--- src/rtl/ram_port_arbiter_pkg.sv ---
// ram_port_arbiter_pkg: shared types and constants for the image RAM port arbiter.
package ram_port_arbiter_pkg;

   // Default RAM geometry: byte-wide words, 17-bit address covering the image region.
   localparam int unsigned DATA_WIDTH_DEF  = 8;
   localparam int unsigned ADDR_WIDTH_DEF  = 17;

   // First address of the image buffer inside the RAM.
   localparam int unsigned IMAGE_BASE_ADDR = 20;

   // IDLE arbitrates every cycle; LOCKn means port n owns the RAM for a burst.
   typedef enum logic [1:0] {
      IDLE  = 2'd0,
      LOCK0 = 2'd1,
      LOCK1 = 2'd2
   } arb_state_t;

   // Lock state that corresponds to a given owning port.
   function automatic arb_state_t lock_state(input logic port);
      return port ? LOCK1 : LOCK0;
   endfunction

   // Owning port of a lock state (only meaningful when the state is not IDLE).
   function automatic logic lock_owner(input arb_state_t state);
      return (state == LOCK1);
   endfunction

endpackage

--- src/rtl/ram_port_arbiter_if.sv ---
// ram_port_arbiter_if: requester-side bus of the arbiter (two access ports plus shared read data).
interface ram_port_arbiter_if
   import ram_port_arbiter_pkg::*;
#(
   parameter int unsigned DATA_WIDTH = DATA_WIDTH_DEF,
   parameter int unsigned ADDR_WIDTH = ADDR_WIDTH_DEF
);

   // Port 0: convolution core
   logic                  req0;
   logic                  we0;
   logic                  lock0;
   logic [ADDR_WIDTH-1:0] addr0;
   logic [DATA_WIDTH-1:0] wdata0;
   logic                  gnt0;
   logic                  rvalid0;

   // Port 1: image load/dump DMA
   logic                  req1;
   logic                  we1;
   logic                  lock1;
   logic [ADDR_WIDTH-1:0] addr1;
   logic [DATA_WIDTH-1:0] wdata1;
   logic                  gnt1;
   logic                  rvalid1;

   // Read data shared by both ports, qualified by rvalid0/rvalid1
   logic [DATA_WIDTH-1:0] rdata;

   // Requester view (both requesters together, as the bench or a wrapper drives them)
   modport master (
      output req0, we0, lock0, addr0, wdata0,
      output req1, we1, lock1, addr1, wdata1,
      input  gnt0, rvalid0, gnt1, rvalid1, rdata
   );

   // Arbiter view
   modport slave (
      input  req0, we0, lock0, addr0, wdata0,
      input  req1, we1, lock1, addr1, wdata1,
      output gnt0, rvalid0, gnt1, rvalid1, rdata
   );

endinterface

--- src/rtl/ram_port_arbiter_rr_pick2.sv ---
// rr_pick2: combinational two-way round-robin picker; on contention the port that
// did not win last time is granted.
module rr_pick2
   import ram_port_arbiter_pkg::*;
(
   input  logic [1:0] i_req,
   input  logic       i_last,
   output logic [1:0] o_gnt
);

   // Pick at most one requester, favouring the port other than i_last on a tie
   always_comb begin
      o_gnt = 2'b00;
      case (i_req)
         2'b01:   o_gnt = 2'b01;
         2'b10:   o_gnt = 2'b10;
         2'b11:   o_gnt = i_last ? 2'b01 : 2'b10;
         default: o_gnt = 2'b00;
      endcase
   end

endmodule

--- src/rtl/ram_port_arbiter.sv ---
// ram_port_arbiter: shares the single-port image RAM between the convolution core (port 0)
// and the load/dump DMA (port 1). Round-robin with optional burst lock, bounded by MAX_LOCK
// consecutive locked grants while the other port waits. Grants and the RAM command are
// combinational; read-valid is registered to line up with the RAM's 1-cycle read.
module ram_port_arbiter
   import ram_port_arbiter_pkg::*;
#(
   parameter int unsigned DATA_WIDTH = DATA_WIDTH_DEF,
   parameter int unsigned ADDR_WIDTH = ADDR_WIDTH_DEF,
   parameter int unsigned MAX_LOCK   = 64
) (
   input  logic                  clk,
   input  logic                  reset,
   ram_port_arbiter_if.slave     bus,
   output logic                  ram_w_en,
   output logic                  ram_r_en,
   output logic [ADDR_WIDTH-1:0] ram_address,
   output logic [DATA_WIDTH-1:0] ram_data_in,
   input  logic [DATA_WIDTH-1:0] ram_data_out,
   output logic                  busy
);

   localparam int unsigned CNT_W = $clog2(MAX_LOCK + 1);

   // Registered state
   arb_state_t            r_state;
   logic                  r_last;
   logic [CNT_W-1:0]      r_lock_cnt;
   logic                  r_rvalid0;
   logic                  r_rvalid1;
   logic [ADDR_WIDTH-1:0] r_addr_hold;
   logic [DATA_WIDTH-1:0] r_wdata_hold;

   // Combinational decode
   logic [1:0]            w_req;
   logic [1:0]            w_we;
   logic [1:0]            w_lock;
   logic                  w_owner;
   logic                  w_cnt_full;
   logic                  w_starve;
   logic                  w_arb_last;
   logic [1:0]            w_pick;
   logic                  w_arbitrate;
   logic [1:0]            w_gnt;
   logic                  w_any_gnt;
   logic                  w_sel;
   logic [ADDR_WIDTH-1:0] w_addr_sel;
   logic [DATA_WIDTH-1:0] w_wdata_sel;
   arb_state_t            w_state_nxt;
   logic                  w_last_nxt;
   logic [CNT_W-1:0]      w_cnt_nxt;

   assign w_req  = {bus.req1,  bus.req0};
   assign w_we   = {bus.we1,   bus.we0};
   assign w_lock = {bus.lock1, bus.lock0};

   // In a lock state the owner counts as the last winner, so a fallback
   // re-arbitration hands a waiting peer the RAM in the same cycle.
   assign w_owner    = lock_owner(r_state);
   assign w_arb_last = (r_state == IDLE) ? r_last : w_owner;
   assign w_cnt_full = (r_lock_cnt == CNT_W'(MAX_LOCK));
   assign w_starve   = w_cnt_full & w_req[~w_owner];

   rr_pick2 u_pick (
      .i_req  (w_req),
      .i_last (w_arb_last),
      .o_gnt  (w_pick)
   );

   // Grant decision and next state: keep a live lock, otherwise fall back to round-robin
   always_comb begin
      w_gnt       = 2'b00;
      w_arbitrate = 1'b0;
      w_state_nxt = r_state;
      w_last_nxt  = r_last;
      w_cnt_nxt   = r_lock_cnt;

      if (reset) begin
         w_gnt = 2'b00;
      end else if (r_state == IDLE) begin
         w_arbitrate = 1'b1;
      end else if (w_req[w_owner] && w_lock[w_owner] && !w_starve) begin
         w_gnt[w_owner] = 1'b1;
         w_cnt_nxt      = w_cnt_full ? r_lock_cnt : r_lock_cnt + CNT_W'(1);
      end else begin
         // Lock dropped, owner idle, or the peer has waited MAX_LOCK grants
         w_arbitrate = 1'b1;
      end

      if (w_arbitrate) begin
         w_gnt       = w_pick;
         w_state_nxt = IDLE;
         w_cnt_nxt   = '0;
         if (w_pick != 2'b00) begin
            w_last_nxt = w_pick[1];
            if (w_lock[w_pick[1]]) begin
               w_state_nxt = lock_state(w_pick[1]);
               w_cnt_nxt   = CNT_W'(1);
            end
         end
      end
   end

   // RAM command mux from the granted port; address/data hold when nobody is granted
   assign w_any_gnt   = |w_gnt;
   assign w_sel       = w_gnt[1];
   assign w_addr_sel  = w_sel ? bus.addr1  : bus.addr0;
   assign w_wdata_sel = w_sel ? bus.wdata1 : bus.wdata0;

   assign ram_w_en    = w_any_gnt &  w_we[w_sel];
   assign ram_r_en    = w_any_gnt & ~w_we[w_sel];
   assign ram_address = w_any_gnt ? w_addr_sel  : r_addr_hold;
   assign ram_data_in = w_any_gnt ? w_wdata_sel : r_wdata_hold;

   // Arbitration state, round-robin pointer and lock run length
   always_ff @(posedge clk) begin
      if (reset) begin
         r_state    <= IDLE;
         r_last     <= 1'b1;
         r_lock_cnt <= '0;
      end else begin
         r_state    <= w_state_nxt;
         r_last     <= w_last_nxt;
         r_lock_cnt <= w_cnt_nxt;
      end
   end

   // Read-valid pipeline aligned with the RAM's registered read
   always_ff @(posedge clk) begin
      if (reset) begin
         r_rvalid0 <= 1'b0;
         r_rvalid1 <= 1'b0;
      end else begin
         r_rvalid0 <= w_gnt[0] & ~w_we[0];
         r_rvalid1 <= w_gnt[1] & ~w_we[1];
      end
   end

   // Remember the last driven address/data so the RAM inputs stay quiet between grants
   always_ff @(posedge clk) begin
      if (reset) begin
         r_addr_hold  <= '0;
         r_wdata_hold <= '0;
      end else if (w_any_gnt) begin
         r_addr_hold  <= w_addr_sel;
         r_wdata_hold <= w_wdata_sel;
      end
   end

   assign bus.gnt0    = w_gnt[0];
   assign bus.gnt1    = w_gnt[1];
   assign bus.rvalid0 = r_rvalid0;
   assign bus.rvalid1 = r_rvalid1;
   assign bus.rdata   = ram_data_out;
   assign busy        = (r_state != IDLE);

endmodule

--- src/flat_wrapper.sv ---
// flat-port wrapper written by rule: the top's interface ports become plain ports
module ram_port_arbiter_flat import ram_port_arbiter_pkg::*;
#(
   parameter int unsigned DATA_WIDTH = DATA_WIDTH_DEF,
   parameter int unsigned ADDR_WIDTH = ADDR_WIDTH_DEF,
   parameter int unsigned MAX_LOCK   = 64
)
  (clk, reset, ram_w_en, ram_r_en, ram_address, ram_data_in, ram_data_out, busy, bus_req0, bus_we0, bus_lock0, bus_addr0, bus_wdata0, bus_req1, bus_we1, bus_lock1, bus_addr1, bus_wdata1, bus_gnt0, bus_rvalid0, bus_gnt1, bus_rvalid1, bus_rdata);
  ram_port_arbiter_if #(.DATA_WIDTH(DATA_WIDTH), .ADDR_WIDTH(ADDR_WIDTH)) bus_i ();
  input  logic clk;
  input  logic reset;
  output logic ram_w_en;
  output logic ram_r_en;
  output logic [ADDR_WIDTH-1:0] ram_address;
  output logic [DATA_WIDTH-1:0] ram_data_in;
  input  logic [DATA_WIDTH-1:0] ram_data_out;
  output logic busy;
  input wire logic [$bits(bus_i.req0)-1:0] bus_req0;
  input wire logic [$bits(bus_i.we0)-1:0] bus_we0;
  input wire logic [$bits(bus_i.lock0)-1:0] bus_lock0;
  input wire logic [$bits(bus_i.addr0)-1:0] bus_addr0;
  input wire logic [$bits(bus_i.wdata0)-1:0] bus_wdata0;
  input wire logic [$bits(bus_i.req1)-1:0] bus_req1;
  input wire logic [$bits(bus_i.we1)-1:0] bus_we1;
  input wire logic [$bits(bus_i.lock1)-1:0] bus_lock1;
  input wire logic [$bits(bus_i.addr1)-1:0] bus_addr1;
  input wire logic [$bits(bus_i.wdata1)-1:0] bus_wdata1;
  output wire logic [$bits(bus_i.gnt0)-1:0] bus_gnt0;
  output wire logic [$bits(bus_i.rvalid0)-1:0] bus_rvalid0;
  output wire logic [$bits(bus_i.gnt1)-1:0] bus_gnt1;
  output wire logic [$bits(bus_i.rvalid1)-1:0] bus_rvalid1;
  output wire logic [$bits(bus_i.rdata)-1:0] bus_rdata;
  assign bus_i.req0 = bus_req0;
  assign bus_i.we0 = bus_we0;
  assign bus_i.lock0 = bus_lock0;
  assign bus_i.addr0 = bus_addr0;
  assign bus_i.wdata0 = bus_wdata0;
  assign bus_i.req1 = bus_req1;
  assign bus_i.we1 = bus_we1;
  assign bus_i.lock1 = bus_lock1;
  assign bus_i.addr1 = bus_addr1;
  assign bus_i.wdata1 = bus_wdata1;
  assign bus_gnt0 = bus_i.gnt0;
  assign bus_rvalid0 = bus_i.rvalid0;
  assign bus_gnt1 = bus_i.gnt1;
  assign bus_rvalid1 = bus_i.rvalid1;
  assign bus_rdata = bus_i.rdata;
  ram_port_arbiter #(.DATA_WIDTH(DATA_WIDTH), .ADDR_WIDTH(ADDR_WIDTH), .MAX_LOCK(MAX_LOCK)) u_core (.clk(clk), .reset(reset), .bus(bus_i), .ram_w_en(ram_w_en), .ram_r_en(ram_r_en), .ram_address(ram_address), .ram_data_in(ram_data_in), .ram_data_out(ram_data_out), .busy(busy));
endmodule
--- config.mk ---
export PLATFORM = sky130hd
export DESIGN_NAME = ram_port_arbiter_flat
export DESIGN_NICKNAME = d
export VERILOG_FILES = /design/src/rtl/ram_port_arbiter_pkg.sv /design/src/rtl/ram_port_arbiter_if.sv /design/src/rtl/ram_port_arbiter_rr_pick2.sv /design/src/rtl/ram_port_arbiter.sv /design/src/flat_wrapper.sv
export SDC_FILE = /design/constraint.sdc
export NUM_CORES = 1
export LEC_CHECK = 0
export ABC_CLOCK_PERIOD_IN_PS = 2050
export CAP_MARGIN = 40
export CORE_ASPECT_RATIO = 1.1
export CORE_UTILIZATION = 39
export CTS_CLUSTER_DIAMETER = 80
export DETAILED_ROUTE_END_ITERATION = 8
export MAX_ROUTING_LAYER = met4
export PLACE_DENSITY = 0.75
export RECOVER_POWER = 50
export SYNTH_ARGS = -nofsm -noshare
export SYNTH_HDL_FRONTEND = slang
export SYNTH_SLANG_ARGS = --single-unit
--- constraint.sdc ---
create_clock -name clk -period 2.05 [get_ports clk]
set_input_delay 0.205 -clock clk [delete_from_list [all_inputs] [get_ports clk]]
set_output_delay 0.205 -clock clk [all_outputs]
set_load 0.1 [all_outputs]
==> flow_metrics.env <==
export IMPL_grt_max_degree=37
export IMPL_drc=0
export IMPL_drt_iter0_drc=89
export IMPL_netlist_area_um2=2440
export IMPL_slowest_stage="dfxtp_2"
export IMPL_clk_pin_slew_ns=0.07
export IMPL_start_kind="register"
export IMPL_relSlewSlack_pct=22.75
export IMPL_synth_async_reset_ratio_pct=0
export IMPL_grt_first_pass_wirelength_um=11970
export IMPL_drt_first_pass_iters=4
export IMPL_grt_usage_pct=23.68
export IMPL_port_buffers=89
export IMPL_vias=2493
export IMPL_fp_dieH_um=84.96
export IMPL_ant_nets=0
export IMPL_cpLargestDelayFamily="buffers and inverters"
export IMPL_placed_cell_area_um2=4380
export IMPL_path_cells="inv_2 -> ha_4 -> nor4b_4 -> nand3b_4 -> o211a_4 -> a2bb2oi_4 -> inv_8 -> buf_12 -> mux2i_4 -> buf_12"
export IMPL_syn_mean_instance_area_um2=8.714
export IMPL_coreArea_um2=5914
export IMPL_ctsHoldBuffers=0
export IMPL_wl_per_cell_um=14.79
export IMPL_crit_required_ns=1.85
export IMPL_tightest_slew_ns=1.164
export IMPL_place_gp_congestion=0.8354
export IMPL_post_place_ws_ns=-0.3863
export IMPL_ys_warn_count=0
export IMPL_crit_arrival_ns=2.41
export IMPL_finalClockSkew_ns=0.003652
export IMPL_powerDensity_nw_per_um2=653.3
export IMPL_fill_cells=392
export IMPL_cp_end_kind="output pin"
export IMPL_ios=106
export IMPL_start_util_pct=41.25
export IMPL_htree_levels=2
export IMPL_critPathKind="register to output pin"
export IMPL_cts_made_buffers=5
export IMPL_critical_path_buf_inv_count=4
export IMPL_grt_ovfl_total=0
export IMPL_run_status="finished, violations left"
export IMPL_clk_latency_ns=0.29
export IMPL_synth_seq_cells=37
export IMPL_cp_max_fo=7
export IMPL_violations="setup timing"
export IMPL_fin_crit_sh_pct=127.3
export IMPL_dp_hpwl_um=5215
export IMPL_vias_per_cell=5.098
export IMPL_seq_area_frac_synth_pct=30.36
export IMPL_max_freq_mhz=383.1
export IMPL_fin_crit_ns=2.610
export IMPL_synth_flop_cell="dfxtp_1"
export IMPL_synthCells=280
export IMPL_die_area_um2=6577
export IMPL_ir_worst_vdd_mv=0.5499
export IMPL_cp_common_cell="buf_12"
export IMPL_final_setup_worst_slack_ns=-0.5603
export IMPL_grt_pass1_vias=2650
export IMPL_final_cells=489
export IMPL_grt_antenna_before_repair=0
export IMPL_synth_edf_count=0
export IMPL_cts_tree="built"
export IMPL_areaGrowthSynthToFinish_pct=88.51
export IMPL_final_layout_size_suffix_gt1_share_pct=40.29
export IMPL_slowest_delay_ns=0.32
export IMPL_ctsLongestPathBuffers=2
export IMPL_hold_violations=0
export IMPL_synth_distinct_cells=35
export IMPL_place_inst=474
export IMPL_setup_viol=43
export IMPL_final_area_um2=4599
export IMPL_hold_class="input pin to output pin"
export IMPL_leakagePower_uw=0.001893
export IMPL_slew_viol_final=0
export IMPL_syn_nets=348
export IMPL_nets=480
export IMPL_cts_root_buf="clkbuf_8"
export IMPL_finalWirelength_um=7234
export IMPL_die_w_um=77.42
export IMPL_n_antenna_cell=0
export IMPL_row_count=29
export IMPL_cts_sinks=37
export IMPL_max_cap_viol_count=0
export IMPL_grt_setup_unrepaired="true"
==> kinds of logic (layout without fill, tap and decap cells) <==
kind of cell               after synthesis  in the layout  synth area share [%]
AOI/OAI and AO/OA                       68             68                 16.46
xor gates and xnor gates                 5              5                 1.795
adders and majority gates                2              2                 1.025
buffers and inverters                   31            163                 7.692
DFF                                     37             37                 30.36
muxes                                   55             55                 22.67
and+or+nand+nor                         82             82                 20.00
==> routing by layer <==
metal  up-vias  routed length, um  global-route usage, %
met4         0                 85                  6.518
met1      1181               2872                  24.87
met2        75               3916                  43.44
met3         7                359                  6.129
met5         -                  0                      -
li1       1230                  -                      -
==> report_power, final <==
| group | leakage, uW | switching (uW) | internal (uW) |
|---|---|---|---|
| Combinational | 0.00154 | 957 | 734 |
| Sequential | 0.000305 | 11.8 | 773 |
| Clock | 0.0000433 | 264 | 266 |
==> per-stage QoR <==
step	hold slack, ns	setup TNS, ns	total power (uW)	util [%]
floorplan	0.2747	-13.81	1911	-
global placement	0.4107	-12.02	2425	74.06
detailed placement	0.4107	-14.72	2450	74.06
CTS	0.4107	-15.57	3005	76.86
global route	0.4102	-20.59	3129	77.77
finish	0.4100	-16.19	3005	77.77
==> timing repair <==
action                     in CTS  in global routing
gates cloned                    1                  1
pin swaps                       2                  2
buffers inserted                3                  3
setup endpoints to repair      43                 44
resized for setup               8                  4
==> Yosys cell counts (2+ instances only) <==
cell type   n  area share (%)
a21oi_1    54              11
and2_1     25             6.4
buf_4       8             2.5
buf_6       5             2.3
clkbuf_1   11             1.7
dfxtp_1    37              30
ha_1        2             1.0
inv_1       5            0.77
mux2i_1    53              22
nand2_1     6            0.92
nand3_1     3            0.62
nor2_1     16             2.5
o211ai_1    3            0.92
o21ai_0     2            0.41
o21bai_1    2            0.62
or2_2      26             6.7
xnor2_1     3             1.1
xor2_1      2            0.72
==> final cells by class <==
class,instances,area (um2),share of cell area [%]
flip-flops and latches,37,743.2,16.16
inverters,6,30.03,0.6529
multi-input cells,212,1889,41.08
clock buffers,6,82.58,1.795
clock inverters,1,7.507,0.1632
well taps,77,96.34,2.095
repair buffers,150,1750,38.06
==> final timing paths <==
| check | startpoint | endpoint | slack (ns) | cells after the start |
|---|---|---|---|---|
| min | ram_data_out[2] | bus_rdata[2] | 0.41 | 0 |
| max | u_core.r_lock_cnt[1] | ram_address[8] | -0.56 | 10 |
| max reg2reg | u_core.r_state[0] | u_core.r_addr_hold[14] | -0.12 | 9 |
| min reg2reg | u_core.r_last | u_core.r_last | 0.51 | 2 |
==> placed cells by master (no fill, tap or decap), drive strengths merged, types with 2 or more instances in the layout <==
| master | instances |
|---|---|
| nand2 | 6 |
| xor2 | 2 |
| nor2 | 16 |
| buf | 88 |
| xnor2 | 3 |
| o21ai | 2 |
| o211ai | 3 |
| ha | 2 |
| clkbuf | 11 |
| o21bai | 2 |
| or2 | 26 |
| a21oi | 54 |
| mux2i | 53 |
| nor3 | 2 |
| nand3 | 3 |
| inv | 6 |
| mux2 | 2 |
| dfxtp | 37 |
| and2 | 25 |
| clkdlybuf4s50 | 57 |
==> registers in the layout (all words and copies together), names as in the netlist <==
signal,count
u_core.r_lock_cnt,7
u_core.r_last,1
u_core.r_addr_hold,17
u_core.bus.rvalid1,1
u_core.r_state,2
u_core.r_wdata_hold,8
u_core.bus.rvalid0,1
Power figures use the tool's default switching activity.
